===== config.mk =====
export PLATFORM = sky130hd
export DESIGN_NAME = requant18_17
export DESIGN_NICKNAME = d
export VERILOG_FILES = /design/src/rtl/requant18_17_pkg.sv /design/src/rtl/requant_round_sat.sv /design/src/rtl/requant18_17.sv
export SDC_FILE = /design/constraint.sdc
export NUM_CORES = 1
export LEC_CHECK = 0
export CAP_MARGIN = 0
export CORE_ASPECT_RATIO = 0.75
export CORE_UTILIZATION = 54
export DETAILED_ROUTE_END_ITERATION = 10
export GPL_ROUTABILITY_DRIVEN = 0
export GPL_TIMING_DRIVEN = 0
export PLACE_DENSITY_LB_ADDON = 0.08
export SLEW_MARGIN = 15
export SYNTH_ARGS = -nofsm -noshare
export SYNTH_HDL_FRONTEND = slang
export SYNTH_HIERARCHICAL = 1
export SYNTH_SLANG_ARGS = --single-unit

===== constraint.sdc =====
create_clock -name clk -period 2.1 [get_ports clk]
set_clock_uncertainty 0.05 [all_clocks]
set_input_delay 0.525 -clock clk [delete_from_list [all_inputs] [get_ports clk]]
set_output_delay 0.525 -clock clk [all_outputs]
set_load 0.05 [all_outputs]

===== src/rtl/requant18_17_pkg.sv =====
// Shared widths, saturation limits and operand types for the 18->17 bit
// requantisation stage.
package requant18_17_pkg;
  localparam int IN_W    = 18;
  localparam int OUT_W   = 17;
  localparam int SH_W    = 2;
  localparam int SAT_MAX = 65535;
  localparam int SAT_MIN = -65536;

  typedef logic signed [OUT_W-1:0] neuron_t;
  // One bit wider than the input so the rounding bias cannot overflow.
  typedef logic signed [IN_W:0]    wide_t;

  localparam wide_t   SAT_MAX_W = wide_t'(SAT_MAX);
  localparam wide_t   SAT_MIN_W = wide_t'(SAT_MIN);
  localparam neuron_t OUT_MAX   = neuron_t'(SAT_MAX);
  localparam neuron_t OUT_MIN   = neuron_t'(SAT_MIN);
endpackage


===== src/rtl/requant_round_sat.sv =====
// Combinational arithmetic: round-half-up right shift of an 18-bit sum, and
// saturation of a 19-bit shifted value to the 17-bit operand range.
module requant_round_sat
  import requant18_17_pkg::*;
(
  input  logic [IN_W-1:0] rnd_in,
  input  logic [SH_W-1:0] rnd_sh,
  output wide_t           rnd_out,
  input  wide_t           sat_in,
  output neuron_t         sat_out,
  output logic            sat_hit
);
  wide_t bias;
  wide_t sum;

  always_comb begin
    case (rnd_sh)
      2'd1:    bias = wide_t'(1);
      2'd2:    bias = wide_t'(2);
      2'd3:    bias = wide_t'(4);
      default: bias = '0;
    endcase
    sum     = $signed({rnd_in[IN_W-1], rnd_in}) + bias;
    rnd_out = sum >>> rnd_sh;
  end

  always_comb begin
    sat_out = sat_in[OUT_W-1:0];
    sat_hit = 1'b0;
    if (sat_in > SAT_MAX_W) begin
      sat_out = OUT_MAX;
      sat_hit = 1'b1;
    end else if (sat_in < SAT_MIN_W) begin
      sat_out = OUT_MIN;
      sat_hit = 1'b1;
    end
  end
endmodule


===== src/rtl/requant18_17.sv =====
// Two-stage elastic requantiser: stage 1 rounds and shifts, stage 2
// saturates to 17 bits; also keeps a sticky flag and saturating event count.
module requant18_17
  import requant18_17_pkg::*;
#(
  parameter int CNT_W = 8
) (
  input  logic             clk,
  input  logic             rst_n,
  input  logic [0:IN_W-1]  In,
  input  logic [0:SH_W-1]  sh,
  input  logic             in_valid,
  output logic             in_ready,
  output logic [0:OUT_W-1] Out,
  output logic             out_sat,
  output logic             out_valid,
  input  logic             out_ready,
  output logic             sat_flag,
  output logic [CNT_W-1:0] sat_cnt,
  input  logic             clr_cnt
);
  // Handshake: a beat moves across a boundary on a rising edge where valid
  // and ready are both high; valid never waits on ready, and in_ready depends
  // only on held state and out_ready, never on in_valid.
  logic [IN_W-1:0] in_vec;
  logic [SH_W-1:0] sh_vec;
  wide_t           v1_next;
  neuron_t         sat_val;
  logic            sat_hit;

  logic             s1_valid_q, s1_valid_d;
  wide_t            v1_q, v1_d;
  logic             s2_valid_q, s2_valid_d;
  neuron_t          out_q, out_d;
  logic             out_sat_q, out_sat_d;
  logic             sat_flag_q, sat_flag_d;
  logic [CNT_W-1:0] sat_cnt_q, sat_cnt_d;

  logic s1_load;
  logic s2_load;
  logic sat_event;

  assign in_vec = In;
  assign sh_vec = sh;

  requant_round_sat u_round_sat (
    .rnd_in  (in_vec),
    .rnd_sh  (sh_vec),
    .rnd_out (v1_next),
    .sat_in  (v1_q),
    .sat_out (sat_val),
    .sat_hit (sat_hit)
  );

  assign s2_load   = s1_valid_q && (!s2_valid_q || out_ready);
  assign in_ready  = !s1_valid_q || s2_load;
  assign s1_load   = in_valid && in_ready;
  assign sat_event = s2_load && sat_hit;

  always_comb begin
    s1_valid_d = s1_valid_q;
    v1_d       = v1_q;
    s2_valid_d = s2_valid_q;
    out_d      = out_q;
    out_sat_d  = out_sat_q;
    sat_flag_d = sat_flag_q;
    sat_cnt_d  = sat_cnt_q;

    if (s1_load) begin
      s1_valid_d = 1'b1;
      v1_d       = v1_next;
    end else if (s2_load) begin
      s1_valid_d = 1'b0;
    end

    if (s2_load) begin
      s2_valid_d = 1'b1;
      out_d      = sat_val;
      out_sat_d  = sat_hit;
    end else if (out_ready) begin
      s2_valid_d = 1'b0;
    end

    // Clear takes priority and swallows any event landing in the same cycle.
    if (clr_cnt) begin
      sat_flag_d = 1'b0;
      sat_cnt_d  = '0;
    end else if (sat_event) begin
      sat_flag_d = 1'b1;
      if (sat_cnt_q != {CNT_W{1'b1}}) sat_cnt_d = sat_cnt_q + CNT_W'(1);
    end
  end

  always_ff @(posedge clk or negedge rst_n) begin
    if (!rst_n) begin
      s1_valid_q <= 1'b0;
      v1_q       <= '0;
      s2_valid_q <= 1'b0;
      out_q      <= '0;
      out_sat_q  <= 1'b0;
      sat_flag_q <= 1'b0;
      sat_cnt_q  <= '0;
    end else begin
      s1_valid_q <= s1_valid_d;
      v1_q       <= v1_d;
      s2_valid_q <= s2_valid_d;
      out_q      <= out_d;
      out_sat_q  <= out_sat_d;
      sat_flag_q <= sat_flag_d;
      sat_cnt_q  <= sat_cnt_d;
    end
  end

  assign Out       = out_q;
  assign out_sat   = out_sat_q;
  assign out_valid = s2_valid_q;
  assign sat_flag  = sat_flag_q;
  assign sat_cnt   = sat_cnt_q;
endmodule


==> impl_metrics.csv, run 1 <==
group,metric,value,unit
outcome,status,"finished with violations",
outcome,violations,"negative setup slack",
setup_path,arrival,3010,ps
logic_synthesis,synth.distinct_cells,60,
timing,post-route-min-period,2856,ps
timing,fmax,350.1,MHz
logic_synthesis,synth.ff_latch_count,48,
cells_and_area,register_area,1201,um2
route,drt-total-wl,10430,um
route,route.met3.wl,991,um
cells_and_area,layout.nets,443,
logic_synthesis,ys_seq_area_frac,0.3781,
route,dr.max_layer_used,"met4",
logic_synthesis,yosys.area.top_type,"dfrtp_1",
cts,h-tree-depth,2,
route,vias,3205,
cts,cts_tree,"yes",
route,met2_length,4623,um
logic_synthesis,synthArstFlopShare,1.000,
timing,rsz0062_at_grt,"yes",
route,drt_iter0_markers,290,
global_route,grt-ovfl-total,0,
floorplan,start_util,0.5780,
cts,cts_inserted_buffers,5,
pwr,p_per_area,795.9,nW/um2
timing,finalCritPeriodShare,1.360,
cts,cts_sinks,48,
logic_synthesis,synthTopCellsByArea,"dfrtp_1 (38%), mux2_2 (16%), nor2_1 (5.0%), a21oi_1 (3.6%), mux2i_1 (3.5%)",
timing,layout_setup_ws,-756.3,ps
global_route,antenna_found_initial,0,
floorplan,die-width,90.57,um
route,ant_nets,0,
route,drc,0,
timing,slew_headroom,0.4838,
pwr,power.total,3.675,mW
logic_synthesis,netlist_area,3177,um2
floorplan,io_pins,54,
route,routedWlPerCell,21.32,um
cells_and_area,multi_input_area,2253,um2
setup_path,crit_required,2260,ps
route,dr.pass1.iters,6,
cells_and_area,drive_above_1_share,0.3792,
cells_and_area,fillCellCount,312,
floorplan,die_area,6197,um2
logic_synthesis,synth_area_per_cell,9.685,um2
cts,clockBufferDepth,2,
logic_synthesis,synth_top_area_share,0.3781,
floorplan,fp.dieH,68.43,um
global_route,grt_pass1_vias,2823,
cells_and_area,antenna_cells,0,
cts,postCtsHoldBufs,0,
route,met1Wirelength,4392,um
timing,setup_viol,19,
setup_path,worstSetupPathType,"primary input to flip-flop",
floorplan,coreArea,5497,um2
setup_path,startpoint_type,"primary input",
logic_synthesis,synth_edf_count,0,
setup_path,r2r_cells,6,
timing,maxSlewViolCount,0,
global_route,gr-usage-all-layers,0.2903,
placed_design,io_buffer_count,49,
cts,clk_latency,310,ps
global_route,grt_start_max_net_pins,36,
job,maxCapViolations,0,
cells_and_area,synthToLayoutAreaGrowth,45.33,%
route,viasPerCell,6.554,
logic_synthesis,synth_nets,358,
logic_synthesis,syn_inst,328,
cells_and_area,fin_util,0.8400,
global_route,grt_first_pass_wirelength,13770,um
cts,cts-root-buf,"clkbuf_8",
floorplan,placementRows,23,
placed_design,dp_hpwl,6024,um
min_path,hp-class,"primary input to asynchronous set/reset pin",
logic_synthesis,yosys_warnings,6,
timing,finalHoldViolations,0,
pwr,vdd_ir_drop_max,0.0006690,V
logic_synthesis,synth-main-ff-cell,"dfrtp_1",
setup_path,end_kind,"flip-flop",
cts,clk_pin_slew,100,ps
pwr,p_leak,1.955,nW
setup_path,path_max_fanout,4,
timing,tightest_slew,774.3,ps
cells in the mapped netlist, drive strengths merged (2+ instances only):
cell type	number
dfrtp	48
mux2	45
nor2	43
a21oi	23
nand2	19
inv	15
nand3	13
mux2i	11
o21ai	10
buf	9
clkbuf	7
a211oi	6
o31ai	6
nand2b	5
nor3	5
or4	5
xnor2	5
xor2	5
a2111oi	4
ha	4
nand4	4
a211o	3
and3	3
o2111ai	3
o32ai	3
a31oi	2
nor2b	2
o211a	2
repair_timing:
action / 4_1_cts / 5_1_grt
endpoints found under the setup margin: 33 / 27
gates resized for setup: 56 / 45
buffers inserted: 16 / 14
pin swaps: 15 / 16
registers in the layout, indices dropped and copies added (netlist names):
name / cells
sat_flag: 1
Out: 17
v1_q: 19
sat_cnt: 8
out_valid: 1
out_sat: 1
s1_valid_q: 1
kinds of logic (layout without fill, tap and decap cells):
kind of cell	Yosys count	count (layout)	synth area share
flip-flops	48	48	0.3781
XOR/XNOR	10	10	0.02757
multiplexers	56	56	0.1942
AND/OR/NAND/NOR	109	109	0.1784
AO/OA/AOI/OAI	69	69	0.1572
adder cells (fa/ha/maj)	5	5	0.02206
buffers and inverters	31	117	0.04253
stage by stage:
stage | setup TNS (ps) | cell area [um2] | std cells | hold WS, ps | setup slack, ps
after global routing | -12590 | 4617 | 489 | 66.60 | -790.1
after detailed placement | -31470 | 3900 | 453 | 393.7 | -1643
after CTS | -9177 | 4302 | 477 | 58.79 | -622.3
after global placement | -69760 | 3885 | 452 | 418.8 | -1617
final | -11700 | 4617 | 489 | 51.89 | -756.3
after floorplan | -10740 | 3301 | 328 | 179.4 | -708.3
worst max-delay path: stages:
cell        delay, ps
buf_8             100
clkinvlp_4        140
nand2_4            80
inv_4              60
ha_4              130
inv_2              40
fa_2              370
nand2b_4          170
buf_6             110
a2111oi_4         280
buf_4             220
a21oi_4            90
a211oi_2          260
o31ai_1           120
mux2_4            290
layout make-up:
class                      count  share of cell area
clock buffer                   5             0.01491
buffer                        15             0.02168
multi-input combinational    249              0.4881
timing repair buffer          79              0.1696
inverter                      15             0.01518
tap                           75             0.02033
clock inverter                 3             0.01003
sequential                    48              0.2602
where the power goes:
part,internal (mW),switching (mW),total (mW)
clock,0.359,0.336,0.695
combinational,0.678,1.03,1.70
sequential,1.14,0.137,1.27
total,2.18,1.50,3.67
per-layer routing:
layer	vias to the layer above	GRT usage
met5	-	0
met4	0	0.1129
met3	61	0.06556
met2	236	0.4564
met1	1527	0.3948
li1	1381	-
cell usage in the layout, fill, tap and decap left out, types with 4 or more instances in the layout:
cell type	count
a2111oi_4	4
a21oi_1	17
buf_12	4
buf_2	5
buf_4	22
buf_6	7
clkbuf_1	4
clkbuf_8	5
clkdlybuf4s50_1	31
clkinvlp_4	4
dfrtp_1	48
dlygate4sd2_1	10
dlymetal6s2s_1	5
inv_1	9
mux2_2	33
mux2_4	12
mux2i_1	8
nand2_1	14
nand3_1	9
nor2_1	40
o21ai_0	4
o31ai_1	6
or4_1	5
xor2_1	4
final timing paths:
check | from | to | slack [ps]
max in group asynchronous | rst_n | v1_q[6] | 1450
setup reg to reg | v1_q[18] | sat_cnt[4] | 100
setup / recovery | sh[0] | v1_q[15] | -760
hold / removal | rst_n | v1_q[16] | 50
hold reg to reg | out_sat | out_sat | 460
min in group clk | out_sat | out_sat | 460
No activity file was read; power rests on OpenSTA's default activity.
==> run 2, diff against run 1 <==
--- a/config.mk
+++ b/config.mk
@@ -12,6 +12,8 @@
 export GPL_ROUTABILITY_DRIVEN = 0
 export GPL_TIMING_DRIVEN = 0
 export PLACE_DENSITY_LB_ADDON = 0.08
+export SETUP_SLACK_MARGIN = 0.1
+export SKIP_CTS_REPAIR_TIMING = 1
 export SLEW_MARGIN = 15
 export SYNTH_ARGS = -nofsm -noshare
 export SYNTH_HDL_FRONTEND = slang
==> constraint.sdc (replaced) <==
create_clock -name clk -period 3.25 [get_ports clk]
set_clock_uncertainty 0.05 [all_clocks]
set_input_delay 0.8125 -clock clk [delete_from_list [all_inputs] [get_ports clk]]
set_output_delay 0.8125 -clock clk [all_outputs]
set_load 0.05 [all_outputs]
==> run 2 against run 1 <==
Against the previous run:
- sequential share of layout area rose by 3.1 points
- die area did not move
- power fell by 38%
- the run now ends clean
- combinational power fell by 41%
- largest power group unchanged
- non-clock buffer count fell by 22
- worst hold slack improved by 340 ps
- via count fell by 10%
==> impl_metrics.csv, run 2 (synthesis results as in run 1) <==
group,metric,value,unit
outcome,status,"finished, final reports clean",
placed_design,placed_area,3861,um2
floorplan,coreArea,5497,um2
global_route,grt_start_max_net_pins,31,
global_route,grt_first_pass_wirelength,12650,um
cts,cts_inserted_buffers,5,
route,drc,0,
setup_path,arrival,3250,ps
route,viasPerCell,6.152,
route,dr.pass1.iters,5,
timing,tns,0,ps
route,ant_nets,0,
pwr,switching_power,893.4,uW
setup_path,startpoint_type,"primary input",
pwr,vdd_ir_drop_max,0.0004651,V
floorplan,io_pins,54,
setup_path,crit_path_start,"sh[0]",
timing,fmax,321.2,MHz
job,maxCapViolations,0,
timing,setup_viol,0,
pwr,power.total,2.268,mW
pwr,p_clk_frac,0.200,
timing,rsz0062_at_grt,"yes",
route,vias,2873,
global_route,grt-ovfl-total,0,
cells_and_area,final_common_cell,"dfrtp_1",
cells_and_area,mostFrequentLayoutCells,"dfrtp_1 (48), mux2_2 (44), clkdlybuf4s50_1 (44), nor2_1 (41), a21oi_1 (20)",
global_route,grt_pass1_vias,2544,
cells_and_area,register_area,1201,um2
setup_path,ff2ff_setup_slack,1000,ps
floorplan,fp.dieH,68.43,um
cells_and_area,largest_register_ffs,19,
route,routedWlPerCell,17.26,um
setup_path,end_kind,"flip-flop",
floorplan,placementRows,23,
min_path,hp-class,"primary input to asynchronous set/reset pin",
setup_path,crit_required,3390,ps
timing,slew_headroom,0.5656,
cells_and_area,drive_above_1_share,0.2730,
pwr,seq_power_share,0.361,
timing,maxSlewViolCount,0,
route,drt-total-wl,8059,um
placed_design,dp_hpwl,6000,um
cts,cts_sinks,48,
cells_and_area,fin_util,0.7494,
cells_and_area,synthToLayoutAreaGrowth,29.66,%
global_route,gr-usage-all-layers,0.2651,
route,drt_iter0_markers,275,
cells_and_area,antenna_cells,0,
pwr,p_int,1.374,mW
cells_and_area,layout.nets,421,
floorplan,die-width,90.57,um
setup_path,path_max_fanout,6,
placed_design,io_buffer_count,49,
timing,post-route-min-period,3113,ps
global_route,antenna_found_initial,0,
floorplan,start_util,0.5780,
timing,finalCritPeriodShare,0.9578,
setup_path,worstSetupPathType,"primary input to flip-flop",
timing,tightest_slew,650.2,ps
floorplan,die_area,6197,um2
pwr,p_per_area,550.6,nW/um2
pwr,p_leak,1.681,nW
setup_path,r2r_start,"v1_q[18]",
cts,cts_tree,"yes",
pwr,swShare,0.3940,
cts,cts-root-buf,"clkbuf_8",
pwr,pwr-share-comb,0.439,
cells_and_area,top_register,"v1_q",
cts,clk_pin_slew,90,ps
cells_and_area,fillCellCount,417,
cells_and_area,final_cell_area,4119,um2
cts,h-tree-depth,2,
cts,clk_latency,300,ps
cts,clockBufferDepth,2,
timing,finalHoldViolations,0,
cells_and_area,multi_input_area,1973,um2
-- run 2: cell count changes in the layout (fill, tap and decap cells not counted), moves of 3 or more --
cell,change
buf_12,-3
a21oi_1,+3
nand2_1,+3
clkdlybuf4s50_1,+13
buf_4,-13
dlygate4sd2_1,-10
mux2_4,-11
mux2i_1,+3
mux2_2,+11
buf_6,-5
-- run 2: final timing paths --
check / to / depth (start not counted)
worst max-delay path: v1_q[16] / 13
worst min-delay path: v1_q[0] / 1
worst max register to register: sat_cnt[1] / 6
worst min register to register: out_sat / 2
max in group asynchronous: v1_q[9] / 2
min in group clk: out_sat / 2
-- run 2: metal layers --
layer  wire, um  global-route usage  up-vias
met1       3798              0.3850     1409
li1           -                   -     1329
met4        114             0.07863        0
met2       3471              0.4006      122
met5          0                   0        -
met3        674             0.05333       13
-- run 2: power groups by stage --
stage               Clock (mW)  Combinational, mW  Sequential (mW)
global route             0.488               1.06            0.836
global placement             0              0.954            0.824
CTS                      0.466              0.979            0.819
finish                   0.454              0.995            0.818
detailed placement           0              0.972            0.829
floorplan                    0              0.343             1.13
-- run 2: per-stage QoR --
stage	setup slack, ps	cells	hold slack (ps)
2_1_floorplan	88.47	328	430.0
4_1_cts	-654.9	461	395.3
3_3_place_gp	-921.5	452	418.5
5_1_grt	90.52	467	408.1
3_5_place_dp	-973.3	453	423.8
6_report	137.1	467	393.3
-- run 2: final cells by class --
class | instances | share of cell area
Multi-Input combinational cell | 249 | 0.4790
Clock buffer | 6 | 0.02005
Timing Repair Buffer | 56 | 0.1367
Inverter | 15 | 0.01610
Sequential cell | 48 | 0.2916
Buffer | 16 | 0.02430
Clock inverter | 2 | 0.009417
Tap cell | 75 | 0.02278
-- run 2: worst max-delay path, stage by stage --
cell and delay, ps:
buf_8 100, clkinvlp_4 140, nand2_4 80, inv_4 70, ha_4 120, inv_2 30
fa_2 370, nand2b_4 180, a2111o_1 530, o211a_1 270, a211oi_2 150, o21ai_1 100
mux2_4 270
